### config.mk
export PLATFORM = sky130hd
export DESIGN_NAME = adpll_freq_ctrl
export DESIGN_NICKNAME = d
export VERILOG_FILES = /design/src/rtl/adpll_freq_ctrl.sv
export SDC_FILE = /design/constraint.sdc
export NUM_CORES = 1
export LEC_CHECK = 0
export BUFFER_PORTS_ARGS = -buffer_cell sky130_fd_sc_hd__buf_2
export CAP_MARGIN = 10
export CORE_MARGIN = 2
export CORE_UTILIZATION = 30
export CTS_CLUSTER_SIZE = 8
export DETAILED_ROUTE_END_ITERATION = 12
export PLACE_DENSITY_LB_ADDON = 0.08
export SYNTH_ARGS = -nofsm -noshare
export SYNTH_HDL_FRONTEND = slang
export SYNTH_SLANG_ARGS = --single-unit
### constraint.sdc
create_clock -name i_F_clk -period 7.6 [get_ports i_F_clk]
set_input_delay 0.38 -clock i_F_clk [delete_from_list [all_inputs] [get_ports i_F_clk]]
set_output_delay 0.38 -clock i_F_clk [all_outputs]
set_load 0.02 [all_outputs]
### src/rtl/adpll_freq_ctrl.sv
// ADPLL frequency-acquisition and lock controller (SAR coarse search, +/-1 fine tracking).
// Define ADPLL_FREQ_CTRL_SKIP_COARSE_EN to start from INIT_CODE and skip the SAR phase.
module adpll_freq_ctrl #(
  parameter int              CODE_W     = 8,
  parameter int              CNT_W      = 32,
  parameter int              LOCK_TOL   = 2,
  parameter int              UNLOCK_TOL = 6,
  parameter int              LOCK_COUNT = 4,
  parameter int              TIMEOUT    = 1024,
  parameter logic [CODE_W-1:0] INIT_CODE = 8'h80
) (
  input  logic              i_F_clk,
  input  logic              i_Reset,
  input  logic              i_En,
  input  logic [CNT_W-1:0]  i_Target_ratio,
  input  logic [CNT_W-1:0]  i_C_freq,
  input  logic              i_Meas_valid,
  output logic              o_Meas_en,
  output logic              o_Meas_reset,
  output logic [CODE_W-1:0] o_DCO_code,
  output logic              o_Busy,
  output logic              o_Locked,
  output logic              o_Fail
);

  localparam int TW = $clog2(TIMEOUT + 1);
  localparam int LW = $clog2(LOCK_COUNT + 1);
`ifndef ADPLL_FREQ_CTRL_SKIP_COARSE_EN
  localparam int BW = (CODE_W > 1) ? $clog2(CODE_W) : 1;
`endif

  typedef enum logic [2:0] {
    S_IDLE,
    S_RESTART,
    S_DISCARD,
    S_MEASURE,
`ifndef ADPLL_FREQ_CTRL_SKIP_COARSE_EN
    S_COARSE_UPD,
`endif
    S_FINE_UPD,
    S_LOCKED,
    S_FAIL
  } state_t;

  state_t             r_state;
  logic [CODE_W-1:0]  r_code;
  logic [CNT_W-1:0]   r_target;
  logic [CNT_W-1:0]   r_cfreq;
  logic [LW-1:0]      r_lock_cnt;
  logic [TW-1:0]      r_tmo;
  logic               r_meas_en;
  logic               r_meas_reset;
  logic               r_locked;
  logic               r_fail;
`ifndef ADPLL_FREQ_CTRL_SKIP_COARSE_EN
  logic [BW-1:0]      r_bit;
  logic               r_fine;
`endif

  logic [CNT_W-1:0]   w_meas;
  logic [CNT_W:0]     w_err;
  logic [CNT_W:0]     w_abs;
  logic               w_up;
  logic               w_sat;
  logic [CODE_W-1:0]  w_step_code;
  logic               w_in_lock;
  logic               w_out_lock;
  logic               w_tmo_hit;

  // LOCKED evaluates the live result; FINE_UPD uses the captured one
  assign w_meas = (r_state == S_LOCKED) ? i_C_freq : r_cfreq;
  assign w_err  = {1'b0, w_meas} - {1'b0, r_target};
  assign w_abs  = w_err[CNT_W] ? (~w_err + 1'b1) : w_err;
  assign w_up   = w_err[CNT_W];

  assign w_in_lock  = (w_abs <= (CNT_W+1)'(LOCK_TOL));
  assign w_out_lock = (w_abs >  (CNT_W+1)'(UNLOCK_TOL));

  assign w_sat       = w_up ? (&r_code) : (r_code == '0);
  assign w_step_code = w_up ? (r_code + 1'b1) : (r_code - 1'b1);
  assign w_tmo_hit   = (r_tmo == TW'(TIMEOUT - 1));

  always_ff @(posedge i_F_clk or posedge i_Reset) begin
    if (i_Reset) begin
      r_state      <= S_IDLE;
      r_code       <= '0;
      r_target     <= '0;
      r_cfreq      <= '0;
      r_lock_cnt   <= '0;
      r_tmo        <= '0;
      r_meas_en    <= 1'b0;
      r_meas_reset <= 1'b0;
      r_locked     <= 1'b0;
      r_fail       <= 1'b0;
`ifndef ADPLL_FREQ_CTRL_SKIP_COARSE_EN
      r_bit        <= BW'(CODE_W - 1);
      r_fine       <= 1'b0;
`endif
    end else begin
      r_meas_reset <= 1'b0;
      if (!i_En) begin
        r_state   <= S_IDLE;
        r_locked  <= 1'b0;
        r_fail    <= 1'b0;
        r_meas_en <= 1'b0;
      end else begin
        unique case (r_state)
          S_IDLE: begin
            r_target     <= i_Target_ratio;
            r_lock_cnt   <= '0;
            r_meas_en    <= 1'b1;
            r_meas_reset <= 1'b1;
            r_state      <= S_RESTART;
`ifdef ADPLL_FREQ_CTRL_SKIP_COARSE_EN
            r_code       <= INIT_CODE;
`else
            r_code       <= {1'b1, {(CODE_W-1){1'b0}}};
            r_bit        <= BW'(CODE_W - 1);
            r_fine       <= 1'b0;
`endif
          end

          S_RESTART: begin
            r_tmo   <= '0;
            r_state <= S_DISCARD;
          end

          // this window straddles the code change, so its result is dropped
          S_DISCARD: begin
            if (i_Meas_valid) begin
              r_tmo   <= '0;
              r_state <= S_MEASURE;
            end else if (w_tmo_hit) begin
              r_fail    <= 1'b1;
              r_locked  <= 1'b0;
              r_meas_en <= 1'b0;
              r_state   <= S_FAIL;
            end else begin
              r_tmo <= r_tmo + 1'b1;
            end
          end

          S_MEASURE: begin
            if (i_Meas_valid) begin
              r_cfreq <= i_C_freq;
              r_tmo   <= '0;
`ifdef ADPLL_FREQ_CTRL_SKIP_COARSE_EN
              r_state <= S_FINE_UPD;
`else
              r_state <= r_fine ? S_FINE_UPD : S_COARSE_UPD;
`endif
            end else if (w_tmo_hit) begin
              r_fail    <= 1'b1;
              r_locked  <= 1'b0;
              r_meas_en <= 1'b0;
              r_state   <= S_FAIL;
            end else begin
              r_tmo <= r_tmo + 1'b1;
            end
          end

`ifndef ADPLL_FREQ_CTRL_SKIP_COARSE_EN
          S_COARSE_UPD: begin
            if (r_cfreq > r_target) r_code[r_bit] <= 1'b0;
            if (r_bit != '0) begin
              r_bit                  <= r_bit - 1'b1;
              r_code[r_bit - 1'b1]   <= 1'b1;
            end else begin
              r_fine <= 1'b1;
            end
            r_meas_reset <= 1'b1;
            r_state      <= S_RESTART;
          end
`endif

          S_FINE_UPD: begin
            if (w_in_lock) begin
              if (r_lock_cnt == LW'(LOCK_COUNT - 1)) begin
                r_lock_cnt <= LW'(LOCK_COUNT);
                r_locked   <= 1'b1;
                r_state    <= S_LOCKED;
              end else begin
                r_lock_cnt <= r_lock_cnt + 1'b1;
                r_state    <= S_MEASURE;
              end
            end else begin
              r_lock_cnt <= '0;
              if (w_sat) begin
                r_state <= S_MEASURE;
              end else begin
                r_code       <= w_step_code;
                r_meas_reset <= 1'b1;
                r_state      <= S_RESTART;
              end
            end
          end

          S_LOCKED: begin
            if (i_Meas_valid) begin
              r_tmo <= '0;
              if (w_out_lock) begin
                r_locked   <= 1'b0;
                r_lock_cnt <= '0;
                if (w_sat) begin
                  r_state <= S_MEASURE;
                end else begin
                  r_code       <= w_step_code;
                  r_meas_reset <= 1'b1;
                  r_state      <= S_RESTART;
                end
              end
            end else if (w_tmo_hit) begin
              r_fail    <= 1'b1;
              r_locked  <= 1'b0;
              r_meas_en <= 1'b0;
              r_state   <= S_FAIL;
            end else begin
              r_tmo <= r_tmo + 1'b1;
            end
          end

          S_FAIL: begin
            r_state <= S_FAIL;
          end

          default: begin
            r_state <= S_IDLE;
          end
        endcase
      end
    end
  end

  assign o_Meas_en    = r_meas_en;
  assign o_Meas_reset = r_meas_reset;
  assign o_DCO_code   = r_code;
  assign o_Locked     = r_locked;
  assign o_Fail       = r_fail;
  assign o_Busy       = !((r_state == S_IDLE) ||
                          (r_state == S_LOCKED) ||
                          (r_state == S_FAIL));

endmodule

-- Yosys cells after proc, flatten, opt, wreduce, memory -nomap -nowiden
Cells that the tools add are included.
- magnitude comparators: 7
- bitwise operators: 4
- reductions and logical operators: 26
- div/mod/pow operators: 0
- add/sub/neg operators: 7
- shift operators: 0
- equality and inequality tests: 26
- $mul: 0
- muxes and demuxes: 62
- operator list (operator ; number):
    8-bit two-way mux ; 9
    3-bit two-way mux ; 13
    33-bit by 1-bit adder with 33-bit output, second input constant ; 1
    33-bit by 3-bit greater-than comparator with 1-bit output, second input constant ; 1
    33-bit by 2-bit less-or-equal comparator with 1-bit output, second input constant ; 1
    33-bit two-way mux ; 1
    33-bit NOT ; 1
    32-bit by 32-bit subtractor with 33-bit output ; 1
    32-bit greater-than comparator ; 1
    32-bit two-way mux ; 1
    8-bit case mux with 4 select lines ; 1
    1-bit two-way mux ; 24
    11-bit two-way mux ; 2
    11-bit case mux with 2 select lines ; 1
    3-bit case mux with 7 select lines ; 1
    3-bit AND reduction ; 6
    3-bit inequality test, second input constant ; 5
    2-bit inequality test, second input constant ; 7
    3-bit == test, second input constant ; 4
    11-bit by 1-bit adder with 11-bit output, second input constant ; 1
    11-bit by 10-bit == test with 1-bit output, second input constant ; 1
    5-bit AND reduction ; 2
    3-bit by 2-bit == test with 1-bit output, second input constant ; 3
    3-bit case mux with 3 select lines ; 1
    32 further kinds ; 43
- input bits: 68
- register bits after elaboration: 97
- ROM bits: 0
- memories: 0
- word-level logic and storage cells: 144
- latch bits: 0
- output and inout port bits: 13
- bits in writable memories: 0

-- Logic depth before layout (Yosys ltp)
Gate-level depths: netlist of the first run.
- depth in word-level cells: 12
- gate-level depth with buffers: 27
- mapped depth without buffers: 24

-- Worst setup path before layout of the first run
No wires, ideal clock.
- path type: register -> register
- from: register r_state[2]
- to: register r_locked, in the netlist o_Locked
- period minus slack after synthesis: 6.477 ns
- library setup time: 0.066 ns
- arrival time: 6.411 ns
- path buffers: 5
- cell stages (with the launch flop): 24
- path slack: 1.123 ns
- required time: 7.534 ns
- cell sequence: dfrtp_1 -> clkbuf_1 -> clkbuf_1 -> nand2_1 -> buf_1 -> mux2i_1 -> ha_1 -> inv_1 -> fa_1 -> a21o_1 -> a21oi_2 -> mux2i_1 -> a311oi_2 -> or3b_1 -> clkbuf_2 -> or4_1 -> clkbuf_2 -> nor4_1 -> mux2_2 -> or4b_2 -> or4_1 -> nor4_2 -> and2b_1 -> a221o_1
- cells in the longest elaborated chain, start to end: 9
- elaborated cells between the ends (all ways): 20
- those cells by class: add/sub: 2; order compare: 2; eq/ne: 9; mux: 4; bitwise: 1; reduce/logical: 2
- RTL lines (what ; line ; RTL):
    start: declaration ; 45 ; state_t r_state;
    start signal: assignment ; 150 ; r_state <= r_fine ? S_FINE_UPD : S_COARSE_UPD;
    3-bit == test ; 71, 107 ;
    32-bit two-way mux ; 71 ; assign w_meas = (r_state == S_LOCKED) ? i_C_freq : r_cfreq;
    32-bit by 32-bit subtractor with 33-bit output ; 72 ; assign w_err = {1'b0, w_meas} - {1'b0, r_target};
    33-bit NOT ; 73 ; assign w_abs = w_err[CNT_W] ? (~w_err + 1'b1) : w_err;
    33-bit by 1-bit adder with 33-bit output ; 73 ;
    33-bit two-way mux ; 73 ;
    33-bit by 3-bit greater-than comparator with 1-bit output or 33-bit by 2-bit less-or-equal comparator with 1-bit output (tied branches) ; 77, 76 ;
    4-bit inequality test (no source line) or 3-bit inequality test (tied branches) ; n/a ;
    5-bit AND reduction (no source line) ; n/a ;
    end signal: assignment ; 93 ; r_locked <= 1'b0;
    end signal: assignment ; 103 ; r_locked <= 1'b0;
    end signal: assignment ; 135 ; r_locked <= 1'b0;
    end: declaration ; 53 ; logic r_locked;
Several ways; a longest one is shown, not always the timed one.
A chain may end at the register's enable or synchronous reset.

-- Final worst setup path of the first run
- from: register r_state[1]
- to: register r_locked, in the netlist o_Locked
Same word-level chain as after synthesis.

==> metrics.txt, run 1 <==
Final setup violation count=0; Post-synth ARST share=100.0%; post-route insts no fill=1654; Initial DRC Count=610; Mapped Avg Cell Area=8.059 µm²; Post-DP Area=10450 µm²; Remaining Overflow, GRT=0; DR vias=9161; Worst-Skew Late Latency=0.38 ns; n_diodes=0; Post-CTS Repair Setup Buffers=0; Slowest-stage cell, CP=or4b_2; max cap viols=0; Synth area leaders=dfrtp_1 24%, ha_1 9.9%, mux2_2 7.6%; HPWL after DPL=23960 µm; wire length per cell=~18 µm; PwrDens=242.1 nW/µm²; Worst-path clk slew=0.07 ns; critical path's largest stage delay=0.65 ns; Final Slew Violations=0; internal power=approximately 1.4 mW; worst slack, placed=0.4175 ns; Tightest Hold Check Type=input pin to asynchronous set/reset pin; number of global-route vias before repair=roughly 8900; Die Span Y=183.2 µm; syn_nets=approximately 1300; Synth warnings=0; status=finished, final reports clean; CP Max Fanout=17; drt first pass iters=5; clk_skew=0.01197 ns; area leader, netlist=dfrtp_1; Rows=between 60 and 70; register share of total power=23.4%; commonest cells after routing, fill and taps aside=116 x nand2_1, 98 x o21ai_0, 94 x dfrtp_1, 86 x nor2_1, 80 x buf_2; final hold vios=0; Die Width=183.2 µm; input/output buffers=80; critical path required time=7.93 ns; post-layout net count=~1400; effective utilization at floorplan=30.46%; Routed WL=30060 µm; Total GRT Usage=between 10% and 20%; DRC=0; Placed Cells incl. Taps=1638; final weighted congestion in routability-driven placement=0.8553; crit path time final=6.973 ns; WP data arrival=between 7 and 8 ns; Gate power share=between 50 and 60%; initial antenna violation count=0; sw frac=46.43%; Synth Flop Type=dfrtp_1; Die ar.=~34000 µm²; core footprint=31640 µm²; ANT nets after route=0; post-synth cell types=88; part of the Yosys area used for sequential elements=25.22%; CTS max path bufs=2; layout cells sized above 1=17.49%; Leak=4.983 nW; FF+latch count, synth=between 90 and 100; period utilisation layout=91.74%; Fin Setup TNS=0 ns; Util after Layout=~34%; FMAX=0.1434 GHz; number of synthesized flops with an enable pin=0; CTS tree=built; worst vdd ir=0.1228 mV; Setup WS post-layout=0.6274 ns; TritonCTS buffer count=9; slew margin rel.=29.08%; NetSw=roughly 1.2 mW; commonest non-fill, non-tap cell in the layout=nand2_1; largest net degree at the start of global routing=52; Clock Sinks=97; cell breakdown of the critical path=inv_1 > nor2_2 > nand2_4 > mux2i_1 > ha_1 > inv_1 > fa_1 > a21o_1 > a21oi_2 > mux2i_1 > a311oi_2 > or3b_1 > or4_1 > nor4_1 > mux2_2 > or4b_2 > or4_1 > nor4_2 > and2b_1 > a221o_1; first-pass GRT wire length=50070 µm; Worst setup EP type=register; Mapped Area=9638 µm²; clock network power share=a little under a fifth; H-tree level count=3; num ports=81; top cell type's share of synthesized area=24.41%; vias per cell=5.539; Mapped Cells=~1200; Setup Crit Path Kind=register to register; Tightest Pin Transition=1.055 ns; Area growth, synth to finish=11.63%; RSZ-0062 raised after global routing=false; design area=10760 µm²; CTS Root Cell=clkbuf_16; crit path launch type=register
==> layer usage <==
layer  up-vias  share of wire (%)  global-route usage, %
li1       4596                  -                      -
met1      4369                 51                  26.54
met2       181                 45                  30.09
met3        15                3.8                  3.376
met4         0               0.99                  3.968
met5         -                  0                      0
==> state kept, by name (all words and copies together) (netlist names), 3 cells and up <==
name / count
o_DCO_code: 8
r_bit: 3
r_cfreq: 32
r_lock_cnt: 3
r_state: 3
r_target: 32
r_tmo: 11
==> per-stage QoR <==
step / total power [mW] / hold WS (ns)
2_1_floorplan: 1.683 / 0.4574
3_3_place_gp: 2.115 / 0.4754
3_5_place_dp: 2.107 / 0.4902
4_1_cts: 2.621 / 0.09324
5_1_grt: 2.843 / 0.1341
6_report: 2.604 / 0.07082
==> layout make-up <==
type | instances | area, µm²
sequential | 97 | 2431
tap | 402 | 503.0
inverter | 63 | 239.0
clock inverter | 6 | 65.06
timing repair buffer | 98 | 535.5
clock buffer | 10 | 239.0
fill | 3416 | 20880
multi-input combinational | 978 | 6746
==> power groups by stage <==
stage,Clock [mW],Sequential [mW],Combinational [mW]
detailed placement,0,0.621,1.49
global route,0.530,0.619,1.69
CTS,0.512,0.610,1.50
global placement,0,0.620,1.50
floorplan,0,0.615,1.07
finish,0.490,0.610,1.50
==> kinds of logic after synthesis <==
logic type                 synth area share, %
AOI/OAI and AO/OA                        25.83
and+or+nand+nor                          22.60
adders and majority gates                10.28
xor gates and xnor gates                 2.635
muxes                                    8.477
buffers and inverters                    4.946
DFF                                      25.22
==> repair_timing <==
| item | 4_1_cts | 5_1_grt |
|---|---|---|
| hold buffers | 0 | 0 |
| endpoints found under the setup margin | 0 | 16 |
| gates resized for setup | 0 | 3 |
==> worst max-delay path: cells and delay by family (launching register included) <==
kind            cells  cell delay (ns)
fa+ha+maj           2             0.69
compound gates      4             0.99
mux                 3             0.74
buf+inv             2             0.27
simple gates        9             3.63
flops               1             0.59
==> path summary, 6_finish.rpt <==
kind	startpoint	to	slack, ns	depth (start not counted)
setup / recovery	r_state[1]	o_Locked	0.63	20
hold / removal	i_Reset	r_target[31]	0.07	2
setup reg to reg	r_state[1]	o_Locked	0.63	20
hold reg to reg	r_tmo[5]	r_tmo[5]	0.51	1
max in group asynchronous	i_Reset	r_cfreq[0]	6.42	3
min in group i_F_clk	i_Target_ratio[26]	r_target[26]	0.19	3
==> cells in the mapped netlist, types with 6 or more instances <==
library cell / number
nor4_1: 17
ha_1: 76
dfrtp_1: 94
nand2_1: 117
or4_1: 7
o21a_1: 14
nor2_1: 87
o211ai_1: 10
a211oi_1: 12
o311ai_0: 6
nand3_1: 28
inv_1: 62
a21oi_1: 72
nand4_1: 32
or3_1: 13
a41oi_1: 9
mux2i_1: 7
nor2b_1: 10
nor3_1: 33
or2_2: 11
buf_1: 10
o22ai_1: 12
a21boi_0: 6
o21ai_0: 98
and4_1: 7
xnor2_1: 20
and2_1: 14
xor2_1: 9
clkbuf_1: 40
nand2b_1: 11
o21bai_1: 10
o31ai_1: 7
o2111ai_1: 6
mux2_2: 65
a31oi_1: 8
a21o_1: 35
and3_1: 14
Power figures use the tool's default switching activity.
==> inputs of run 2 (changes only) <==
Settings changed: CELL_PAD_IN_SITES_DETAIL_PLACEMENT from default to 1, CELL_PAD_IN_SITES_GLOBAL_PLACEMENT from default to 1.
==> run 2 against run 1 <==
Design area rose by 0.51%. Clock skew grew 0.0018 ns. First-iteration DRC count shrank 41%. Hold slack hardly changed. Register-to-register slack worse by 0.16 ns. Count of clock-buffer cells in the layout did not move. Maximum frequency shrank 2.2%. Final cell count up 0.30%. Sequential cell count did not move. Die area did not move. Largest power group unchanged. Highest routed layer unchanged.
==> metrics.txt, run 2 (same netlist as run 1, synthesis figures left out) <==
Tightest Pin Transition=1.048 ns (-0.006902 ns); Worst-Skew Late Latency=0.39 ns (about the same); Placed Cells incl. Taps=1643 (+0.31%); crit path launch type=register; post-route insts no fill=1659 (+0.30%); CP Max Fanout=15 (-2); period utilisation layout=93.84% (+2.1 points); ANT nets after route=0 (unchanged); Initial DRC Count=360 (-41%); post-layout net count=1398 (+0.36%); number of cells on the critical path=20 (unchanged); Fin Setup TNS=0 ns (unchanged); CTS Root Cell=clkbuf_16; Tot Pwr=2.669 mW (+2.5%); initial antenna violation count=0 (unchanged); Setup Crit Path Kind=register to register; Top delay family on crit path=simple AND/OR/NAND/NOR gates; final weighted congestion in routability-driven placement=0.8437 (-1.4%); wire length per cell=19.73 µm (+8.6%); clk_skew=0.01374 ns (+0.001768 ns); FMAX=0.1402 GHz (-2.2%); crit path time final=7.132 ns (+0.1594 ns); TritonCTS buffer count=9 (unchanged); commonest cells after routing, fill and taps aside=116 x nand2_1, 98 x o21ai_0, 94 x dfrtp_1, 87 x nor2_1, 80 x buf_2; Slowest-stage cell, CP=or4_1; Leak=5.013 nW (+0.60%); core footprint=31640 µm² (unchanged); Reg-to-Reg Start=r_state[1]; Util after Layout=34.18% (+0.17 points); Die Width=183.2 µm (unchanged); Die ar.=33580 µm² (unchanged); CTS max path bufs=2 (unchanged); Tightest Hold Check Type=input pin to asynchronous set/reset pin; CP bufs+invs=2 (unchanged); Clock Sinks=97 (unchanged); drt first pass iters=5 (unchanged); number of global-route vias before repair=9704 (+8.6%); first-pass GRT wire length=53840 µm (+7.5%); Worst setup EP type=register; RSZ-0062 raised after global routing=false; DRC=0 (unchanged); reg-to-reg critical path endpoint=o_Locked; Final setup violation count=0 (unchanged); Remaining Overflow, GRT=0 (unchanged); Area growth, synth to finish=12.20%; worst vdd ir=0.1240 mV (+1.0%); worst reg-to-reg path cell count=20 (unchanged); DR vias=9292 (+1.4%); PwrDens=246.8 nW/µm² (+2.0%); critical path required time=7.93 ns (about the same); HPWL after DPL=25930 µm (+8.2%); status=finished, final reports clean; Post-DP Area=10480 µm² (+0.36%); Worst-path clk slew=0.08 ns (about the same); WP data arrival=7.46 ns (+0.16 ns); Routed WL=32730 µm (+8.9%); r2r setup slk=0.47 ns (-0.16 ns); Final Slew Violations=0 (unchanged); final hold vios=0 (unchanged); CTS tree=built; critical path's largest stage delay=0.71 ns (+0.06 ns); Rows=65 (unchanged); largest net degree at the start of global routing=65 (+25%); num ports=81 (unchanged); design area=10810 µm² (+0.51%); Die Span Y=183.2 µm (unchanged); n_diodes=0 (unchanged); effective utilization at floorplan=30.46% (unchanged); cell breakdown of the critical path=inv_1 > nor2_1 > nand2_4 > mux2i_1 > ha_1 > inv_1 > fa_1 > a21o_1 > a21oi_2 > mux2i_1 > a311oi_2 > or3b_1 > or4_1 > nor4_2 > mux2_2 > or4b_2 > or4_1 > nor4_2 > and2b_1 > a221o_1; biggest regs=r_cfreq: 32 flops, r_target: 32 flops, r_tmo: 11 flops; max cap viols=0 (unchanged); Total GRT Usage=20.22% (+1.4 points); layout cells sized above 1=17.74% (+0.25 points); commonest non-fill, non-tap cell in the layout=nand2_1; vias per cell=5.601 (+1.1%); H-tree level count=3 (unchanged); input/output buffers=80 (unchanged); slew margin rel.=30.14% (+1.1 points)
## run 2: how the worst max path moves through the flow
stage	start	to
floorplan	r_state[2]	o_Locked
CTS	r_state[1]	o_Locked
finish	r_state[1]	o_Locked
global route	r_state[1]	o_Locked
detailed placement	r_state[1]	o_Locked
global placement	r_state[1]	o_Locked
## run 2: through the flow
stage	hold WS, ns	setup slack (ns)
2_1_floorplan	0.4574	1.123
3_3_place_gp	0.4686	0.4877
3_5_place_dp	0.4770	0.2725
4_1_cts	0.09929	0.2175
5_1_grt	0.1228	0.04053
6_report	0.07100	0.4681
## run 2: worst reg2reg max path, cell delays in order, from the launching register on
cell and delay, ns:
dfrtp_1 0.58, inv_1 0.20, nor2_1 0.39, nand2_4 0.27, mux2i_1 0.24, ha_1 0.20
inv_1 0.06, fa_1 0.48, a21o_1 0.24, a21oi_2 0.20, mux2i_1 0.13, a311oi_2 0.40
or3b_1 0.52, or4_1 0.71, nor4_2 0.42, mux2_2 0.39, or4b_2 0.65, or4_1 0.42
nor4_2 0.21, and2b_1 0.21, a221o_1 0.15
## run 2: final cells by class
cell class | count | area, µm²
tap | 402 | 503.0
clock inverter | 6 | 90.09
fill | 3815 | 20820
clock buffer | 10 | 229.0
multi-input combinational | 978 | 6749
sequential | 97 | 2431
timing repair buffer | 103 | 573.1
inverter | 63 | 239.0
## run 2: repair_timing
| action | 4_1_cts | 5_1_grt |
|---|---|---|
| hold buffers | 0 | 0 |
| endpoints found under the setup margin | 0 | 6 |
| gates resized for setup | 0 | 2 |
| buffers inserted | 0 | 0 |
## run 2: metal layers
| layer | routed length, µm | GRT usage (%) | vias up |
|---|---|---|---|
| met2 | 14980 | 33.08 | 128 |
| met1 | 16220 | 28.00 | 4545 |
| met3 | 980 | 3.058 | 25 |
| li1 | - | - | 4594 |
| met4 | 544 | 4.800 | 0 |
| met5 | 0 | 0 | - |
## run 2: report_power, final
group          switching, mW  total [mW]  leakage [nW]  internal, mW
sequential            0.0324       0.611          1.27         0.579
clock                  0.232       0.522         0.153         0.290
combinational          0.974        1.54          3.59         0.562
==> inputs of run 3 (changes only) <==
Settings changed: RECOVER_POWER from default to 100.
==> run 3 against run 2 <==
The flow now finishes with violations (max-capacitance violations, max-slew violations). Final cell count did not move. Utilization fell by 0.091 points. Clock skew barely moved. Critical path type unchanged. Critical endpoint unchanged. Largest cell class unchanged. Largest power group unchanged. Highest routed layer unchanged.
==> metrics.txt, run 3 (same netlist as run 1, synthesis figures left out) <==
initial antenna violation count=0 (unchanged); Worst-path clk slew=0.08 ns (about the same); final hold vios=0 (unchanged); CP Max Fanout=15 (unchanged); num ports=81 (unchanged); HPWL after DPL=25930 µm (unchanged); input/output buffers=80 (unchanged); Die Width=183.2 µm (unchanged); commonest non-fill, non-tap cell in the layout=nand2_1; Post-CTS Hold Buffers=0 (unchanged); fill count=3817 (+0.052%); biggest regs=r_cfreq: 32 flops, r_target: 32 flops, r_tmo: 11 flops; Top delay family on crit path=simple AND/OR/NAND/NOR gates; n_diodes=0 (unchanged); Fin Setup TNS=0 ns (unchanged); first-pass GRT wire length=53840 µm (unchanged); Post-CTS Repair Setup Buffers=0 (unchanged); Setup WS post-layout=0.4907 ns (+0.02266 ns); Remaining Overflow, GRT=0 (unchanged); wire length per cell=19.75 µm (about the same); Worst setup EP type=register; Tightest Pin Transition=2.991 ns (+1.943 ns); critical path's largest stage delay=0.71 ns (about the same); Initial DRC Count=386 (+7.2%); crit path launch type=register; post-layout net count=1398 (unchanged); Setup Crit Path Kind=register to register; layout cells sized above 1=16.23% (-1.5 points); ANT nets after route=0 (unchanged); WP data arrival=7.44 ns (-0.02 ns); drt first pass iters=4 (-1); effective utilization at floorplan=30.46% (unchanged); cell breakdown of the critical path=inv_1 > nor2_1 > nand2_4 > mux2i_1 > ha_1 > inv_1 > fa_1 > a21o_1 > a21oi_2 > mux2i_1 > a311oi_2 > or3b_1 > or4_1 > nor4_2 > mux2_1 > or4b_2 > or4_1 > nor4_2 > and2b_1 > a221o_1; Die Span Y=183.2 µm (unchanged); Routed WL=32760 µm (about the same); vias per cell=5.608 (+0.13%); failing checks=max-capacitance violations, max-slew violations; CP bufs+invs=2 (unchanged); Total GRT Usage=20.22% (unchanged); CTS tree=built; largest net degree at the start of global routing=65 (unchanged); crit path time final=7.109 ns (-0.02266 ns); core footprint=31640 µm² (unchanged); footprint of the multi-input gates=6749 µm² (unchanged); TritonCTS buffer count=9 (unchanged); CTS max path bufs=2 (unchanged); RSZ-0062 raised after global routing=false; commonest cells after routing, fill and taps aside=116 x nand2_1, 98 x o21ai_0, 94 x dfrtp_1, 87 x nor2_1, 76 x ha_1; final weighted congestion in routability-driven placement=0.8437 (unchanged); status=finished with violations; number of global-route vias before repair=9704 (unchanged); worst vdd ir=0.1241 mV (about the same); slew margin rel.=-99.42% (-130 points); post-route insts no fill=1659 (unchanged); critical path required time=7.93 ns (about the same); FMAX=0.1407 GHz (+0.32%); PwrDens=247.5 nW/µm² (+0.29%); DRC=0 (unchanged); CTS Root Cell=clkbuf_16; clk_skew=0.01336 ns (-0.0003777 ns); Clock Sinks=97 (unchanged); worst slack, placed=0.2725 ns (unchanged); Final setup violation count=0 (unchanged); Worst-Skew Late Latency=0.39 ns (about the same); Tightest Hold Check Type=input pin to register; DR vias=9304 (+0.13%); Rows=65 (unchanged); Leak=4.945 nW (-1.3%); period utilisation layout=93.54% (-0.30 points); Final Slew Violations=198 (+198); H-tree level count=3 (unchanged); max cap viols=4 (+4); FF+latch area=2431 µm² (unchanged); Die ar.=33580 µm² (unchanged); Slowest-stage cell, CP=or4_1; Area growth, synth to finish=11.90%; Tot Pwr=2.670 mW (about the same); Placed Cells incl. Taps=1643 (unchanged)
run 3: cell count changes in the layout (fill, tap and decap cells not counted), sizes merged:
cell	delta
inv	-1
buf	-16
clkbuf	+16
clkinvlp	+1
run 3: where the power goes:
part | total (mW) | switching, mW | internal (mW)
sequential | 0.612 | 0.0325 | 0.579
clock | 0.522 | 0.232 | 0.290
combinational | 1.54 | 0.975 | 0.561
run 3: worst paths after layout:
kind | startpoint | end | slack [ns] | cells past startpoint
worst max-delay path | r_state[1] | o_Locked | 0.49 | 20
worst min-delay path | i_Target_ratio[26] | r_target[26] | 0.19 | 3
worst max register to register | r_state[1] | o_Locked | 0.49 | 20
worst min register to register | o_Fail | o_Fail | 0.49 | 1
max in group asynchronous | i_Reset | r_cfreq[3] | 3.63 | 3
min in group asynchronous | i_Reset | r_target[28] | 0.58 | 2
run 3: tightest hold or removal path: stages:
cell and delay [ns]:
buf_2 0.07, nand2_1 0.03, o21ai_0 0.05
run 3: repair_timing:
| item | CTS | global route |
|---|---|---|
| resized for setup | 0 | 2 |
| endpoints found under the setup margin | 0 | 6 |
| hold endpoints to repair | 0 | 0 |
run 3: per-layer routing:
layer / vias up / GRT usage [%] / wire (µm)
met5: - / 0 / 0
met4: 0 / 4.800 / 552
met3: 27 / 3.058 / 911
met2: 118 / 33.08 / 14960
met1: 4565 / 28.00 / 16340
li1: 4594 / - / -
run 3: final cells by class:
class | instances | area share, %
clock buffer | 10 | 2.123
multi-input combinational | 978 | 62.58
clock inverter | 6 | 0.8353
sequential | 97 | 22.54
tap | 402 | 4.664
inverter | 63 | 2.204
timing repair buffer | 103 | 5.058
run 3: metrics by stage:
stage,utilization [%],cell area (µm²),hold slack [ns]
after floorplan,-,9638,0.4574
after global placement,33.14,10480,0.4686
after detailed placement,33.14,10480,0.4770
after CTS,34.15,10800,0.09929
after global routing,34.09,10790,0.1979
final,34.09,10790,0.1937
